$ cat src/rtl/router_pkg.sv
// Shared router definitions: default sizes, arbiter FSM states and header field helpers.
package router_pkg;

  localparam int NPORT_DEF = 4;
  localparam int W_DEF     = 64;
  localparam int LEN_W_DEF = 8;

  localparam int MAX_W     = 512;
  localparam int MAX_LEN_W = 32;

  typedef enum logic {
    IDLE = 1'b0,
    XFER = 1'b1
  } arb_state_t;

  // Returns the payload length carried in the low len_w bits of a header flit.
  function automatic logic [MAX_LEN_W-1:0] hdr_len(input logic [MAX_W-1:0] hdr, input int len_w);
    hdr_len = '0;
    for (int i = 0; i < MAX_LEN_W; i++) begin
      if (i < len_w) hdr_len[i] = hdr[i];
    end
  endfunction

endpackage

$ cat src/rtl/rr_pick.sv
// Round-robin selector: one-hot pick of the first requester after 'last', wrapping around.
module rr_pick
#(
  parameter int NPORT = 4,
  parameter int IDX_W = (NPORT > 1) ? $clog2(NPORT) : 1
)(
  input  logic [NPORT-1:0] req,
  input  logic [IDX_W-1:0] last,
  output logic [NPORT-1:0] pick
);

  always_comb begin
    int   idx;
    logic found;
    pick  = '0;
    found = 1'b0;
    idx   = 0;
    for (int k = 1; k <= NPORT; k++) begin
      idx = (int'(last) + k) % NPORT;
      if (!found && req[IDX_W'(idx)]) begin
        pick[IDX_W'(idx)] = 1'b1;
        found             = 1'b1;
      end
    end
  end

endmodule

$ cat src/rtl/output_arbiter.sv
// Packet-level output arbiter: round-robin grant to one requester, which then owns the
// output until the tail flit of its packet has been accepted.
module output_arbiter
  import router_pkg::*;
#(
  parameter int NPORT = NPORT_DEF,
  parameter int W     = W_DEF,
  parameter int LEN_W = LEN_W_DEF
)(
  input  logic                  CLK,
  input  logic                  RST_N,
  input  logic [NPORT-1:0][W-1:0] D,
  input  logic [NPORT-1:0]      D_VALID,
  output logic [NPORT-1:0]      D_BP,
  output logic [W-1:0]          Q,
  output logic                  Q_VALID,
  output logic                  Q_SOF,
  input  logic                  Q_BP,
  output logic [NPORT-1:0]      GRANT
);

  localparam int IDX_W = (NPORT > 1) ? $clog2(NPORT) : 1;

  arb_state_t       state, state_nxt;
  logic [IDX_W-1:0] last_winner;
  logic [IDX_W-1:0] g_idx;
  logic [IDX_W-1:0] pick_idx;
  logic [NPORT-1:0] pick;
  logic [LEN_W-1:0] remain;
  logic [LEN_W-1:0] hdr_len_v;
  logic             first_flit;
  logic [W-1:0]     d_sel;
  logic             accept;
  logic             tail;

  rr_pick #(.NPORT(NPORT), .IDX_W(IDX_W)) u_rr_pick (
    .req  (D_VALID),
    .last (last_winner),
    .pick (pick)
  );

  always_comb begin
    pick_idx = '0;
    for (int i = 0; i < NPORT; i++) begin
      if (pick[i]) pick_idx = IDX_W'(i);
    end
  end

  assign d_sel     = D[g_idx];
  assign hdr_len_v = LEN_W'(hdr_len(MAX_W'(d_sel), LEN_W));
  assign accept    = (state == XFER) && D_VALID[g_idx] && !Q_BP;
  // Tail is the header itself for empty packets, else the payload seen with one flit left.
  assign tail      = accept && (first_flit ? (hdr_len_v == '0) : (remain == LEN_W'(1)));

  always_comb begin
    D_BP      = '1;
    state_nxt = state;
    if (RST_N && state == XFER) D_BP[g_idx] = Q_BP;
    case (state)
      IDLE:    if (|D_VALID) state_nxt = XFER;
      XFER:    if (tail)     state_nxt = IDLE;
      default: state_nxt = IDLE;
    endcase
  end

  always_ff @(posedge CLK) begin
    if (!RST_N) begin
      state       <= IDLE;
      GRANT       <= '0;
      g_idx       <= '0;
      remain      <= '0;
      first_flit  <= 1'b0;
      last_winner <= IDX_W'(NPORT - 1);
      Q           <= '0;
      Q_VALID     <= 1'b0;
      Q_SOF       <= 1'b0;
    end else begin
      state <= state_nxt;
      if (state == IDLE && |D_VALID) begin
        GRANT      <= pick;
        g_idx      <= pick_idx;
        first_flit <= 1'b1;
      end
      if (accept) begin
        first_flit <= 1'b0;
        remain     <= first_flit ? hdr_len_v : remain - LEN_W'(1);
      end
      if (tail) begin
        GRANT       <= '0;
        last_winner <= g_idx;
      end
      // A stalled output keeps its flit and flags until downstream takes it.
      if (!Q_BP) begin
        Q_VALID <= accept;
        Q_SOF   <= accept && first_flit;
        if (accept) Q <= d_sel;
      end
    end
  end

endmodule
$ cat config.mk
export PLATFORM = sky130hd
export DESIGN_NAME = output_arbiter
export DESIGN_NICKNAME = d
export VERILOG_FILES = /design/src/rtl/router_pkg.sv /design/src/rtl/rr_pick.sv /design/src/rtl/output_arbiter.sv
export SDC_FILE = /design/constraint.sdc
export NUM_CORES = 1
export LEC_CHECK = 0
export CAP_MARGIN = 20
export CORE_AREA = 2 2 131 133
export CTS_BUF_LIST = sky130_fd_sc_hd__clkbuf_2
export DETAILED_ROUTE_END_ITERATION = 10
export DIE_AREA = 0 0 133 135
export PLACE_DENSITY = 0.77
export SLEW_MARGIN = 20
export SYNTH_ARGS = -nofsm -noshare
export SYNTH_HDL_FRONTEND = slang
export SYNTH_SLANG_ARGS = --single-unit
$ cat constraint.sdc
create_clock -name CLK -period 3.01 [get_ports CLK]
set_clock_uncertainty 0.15 [all_clocks]
set_input_delay 0.301 -clock CLK [delete_from_list [all_inputs] [get_ports CLK]]
set_output_delay 0.301 -clock CLK [all_outputs]
set_load 0.1 [all_outputs]
==> reports/metrics.cfg <==
[run_status]
status = finished, final reports clean

[critical_path]
regToRegSetupSlack_ps = 440
required_ps = 2560
reg2reg_depth = 7
timing.rr.start = last_winner[0]$_SDFFE_PN1P_
cp-start-kind = flop
critPathMaxFanout = 37
path_class = flop to primary output
reg2reg_to = g_idx[1]$_SDFFE_PN0P_
end_kind = primary output
arrival_ps = 2250

[job]
cap_violations = 0

[layout]
postLayoutCellArea_um2 = 8721
final_cell_mix = clkdlybuf4s50_1 (262), nand2_1 (143), buf_4 (89)
fill_cells = 1493
final_common_cell = clkdlybuf4s50_1
synthToLayoutAreaGrowth_pct = 67.55
layout-drive-gt1-share = 0.2194
nets = 1125
stdcell_count = 1078

[floorplan]
num_io_pins = 337
die_h_um = 135
placementRows = 47
coreArea_um2 = 16410
dieArea_um2 = 17960
fp.dieW_um = 133
start_util = 0.3172

[synth]
syn-num-nets = 808
netlist-cell-type-count = 53
yosysWarnings = 0
avgSynthCellArea_um2 = 9.729
synth-seq-cells = 84
synth_edf_count = 0
yosys.area.top_type_share = 0.3231
synthArstFlopShare = 0
syn_area_um2 = 5205
synth_cells = 535
post-synth-top-area-cell = dfxtp_1
synth.yosys.seq_area_share = 0.3231
ys.flop_type = dfxtp_1
ys_top_cells_by_area = dfxtp_1 (32%), mux4_2 (29%), nand2_1 (10%)

[cts]
cts_htree_levels = 3
hold_buffers = 0
tritoncts = built
post_cts_resized = 0
clock-root-buffer = clkbuf_2
postCtsSetupBuffers = 0
clk_pin_slew_ps = 230
cts_num_sinks = 84
clockBufferDepth = 2
cts_buffers = 9
clock_latency_ps = 600

[hold_path]
hold_path_end = Q_VALID$_SDFFE_PN0N_
hold_path.class = input pin to flop
min_from = Q_BP
whs_path_depth = 3

[timing]
layout_min_cycle_time_ps = 2697
hold_violations = 0
finalSetupViolCount = 0
hold_ws_ps = 194.5
setup_slack_ps = 313.0
fin_crit_sh = 0.8960
rsz0062_at_grt = no
relSlewSlack = 0.5505
drv_slew = 0
tightestPinTransition_ps = 674.2
tns_ps = 0
fmax_ghz = 0.3708

[placed_design]
portBuffers = 336
placed_cell_area_um2 = 8601
dp_slack_ps = 271.9
dp_cells = 1061
dp_hpwl_mm = 14.64
place_congestion = 0.7892

[power_and_ir_drop]
combPwrFrac = 0.484
netSwitchingFraction = 0.4045
power_switching_w = 0.001493
powerDensity_nw_per_um2 = 423.1
clockPowerShare = 0.170
cellInternalPower_w = 0.002197
peakVddDrop_v = 0.0001969
p_seq_frac = 0.346
cellLeakagePower_nw = 3.189

[routing]
drt_iter0_markers = 262
detail_route.wl_per_cell_um = 16.95
first_pass_iters = 5
drc_errors = 0
vias = 5480
viasPerCell = 5.083
ant_nets = 0
postRouteWirelength_mm = 18.27

[global_routing]
grt_max_degree = 60
gr-total-overflow = 0
grt_pass1_wl_mm = 27.99
grtUsageTotal = 0.1991
grt_pass1_vias = 5444
antenna_found_initial = 1

==> sequential cells by signal (all words and copies together) (netlist names) <==
name / flops
Q_SOF: 1
remain: 8
state: 1
first_flit: 1
last_winner: 2
g_idx: 2
Q_VALID: 1
GRANT: 4
Q: 64
==> logic make-up (layout without fill, tap and decap cells) <==
group / after synthesis / in the layout / synth area share
buf+inv: 52 / 374 / 0.04615
mux: 73 / 73 / 0.3072
simple gates: 196 / 196 / 0.1625
compound gates: 120 / 120 / 0.1370
other cells: 0 / 1 / 0
flops: 84 / 84 / 0.3231
fa+ha+maj: 10 / 10 / 0.02404
==> critical path: stages (launching register included) <==
cell and delay (ps):
dfxtp_4 560, buf_4 580, or3_1 220, buf_4 290
==> synth_stat cells, types with 3 or more instances <==
library cell,instances
nand2_1,144
dfxtp_1,84
a21oi_1,79
mux4_2,68
clkbuf_1,20
buf_2,18
nor2_1,18
ha_1,10
o21ai_0,7
buf_1,6
and3_1,5
inv_1,5
a22oi_1,4
nor4_1,4
o211ai_1,4
o21ai_1,4
buf_6,3
mux2i_1,3
nand2b_1,3
nor3_1,3
o2111a_1,3
==> through the flow <==
stage                 util  power, W
finish              0.5315  0.003690
global route        0.5315  0.003878
CTS                 0.5314  0.003733
detailed placement  0.5242  0.003099
global placement    0.5242  0.003079
floorplan                -  0.002477
==> worst max path at each step <==
| stage | startpoint | slack, ps | cells past startpoint | end |
|---|---|---|---|---|
| after floorplan | last_winner[1]$_SDFFE_PN1P_ | 390 | 8 | GRANT[3]$_SDFFE_PP0P_ |
| after global placement | D_VALID[2] | 270 | 7 | remain[2]$_SDFFE_PN0P_ |
| after detailed placement | D_VALID[2] | 270 | 7 | remain[2]$_SDFFE_PN0P_ |
| after CTS | g_idx[0]$_SDFFE_PN0P_ | 180 | 3 | D_BP[0] |
| after global routing | g_idx[0]$_SDFFE_PN0P_ | 30 | 4 | D_BP[2] |
| final | g_idx[0]$_SDFFE_PN0P_ | 310 | 3 | D_BP[0] |
==> power groups by stage <==
stage | logic, W | clock network, W | registers (W)
4_1_cts | 0.00180 | 0.000652 | 0.00128
2_1_floorplan | 0.000729 | 0 | 0.00175
5_1_grt | 0.00189 | 0.000697 | 0.00129
3_5_place_dp | 0.00180 | 0 | 0.00130
6_report | 0.00179 | 0.000626 | 0.00128
3_3_place_gp | 0.00178 | 0 | 0.00130
==> routing by layer <==
layer / GRT usage / vias to the layer above / wire, µm
met5: 0 / - / 0
met4: 0.06870 / 0 / 297
met3: 0.04842 / 24 / 1358
met2: 0.3607 / 254 / 9591
met1: 0.2298 / 2595 / 7026
li1: - / 2607 / -
==> layout make-up <==
type	count	area [µm²]	area share
Multi-Input combinational cell	399	3287	0.3769
Tap cell	220	275.3	0.03156
Antenna cell	1	2.502	0.0002869
Clock buffer	9	45.04	0.005165
Inverter	5	18.77	0.002152
Sequential cell	84	1689	0.1937
Timing Repair Buffer	353	3331	0.3819
Clock inverter	7	72.57	0.008321
Power figures use the tool's default switching activity.
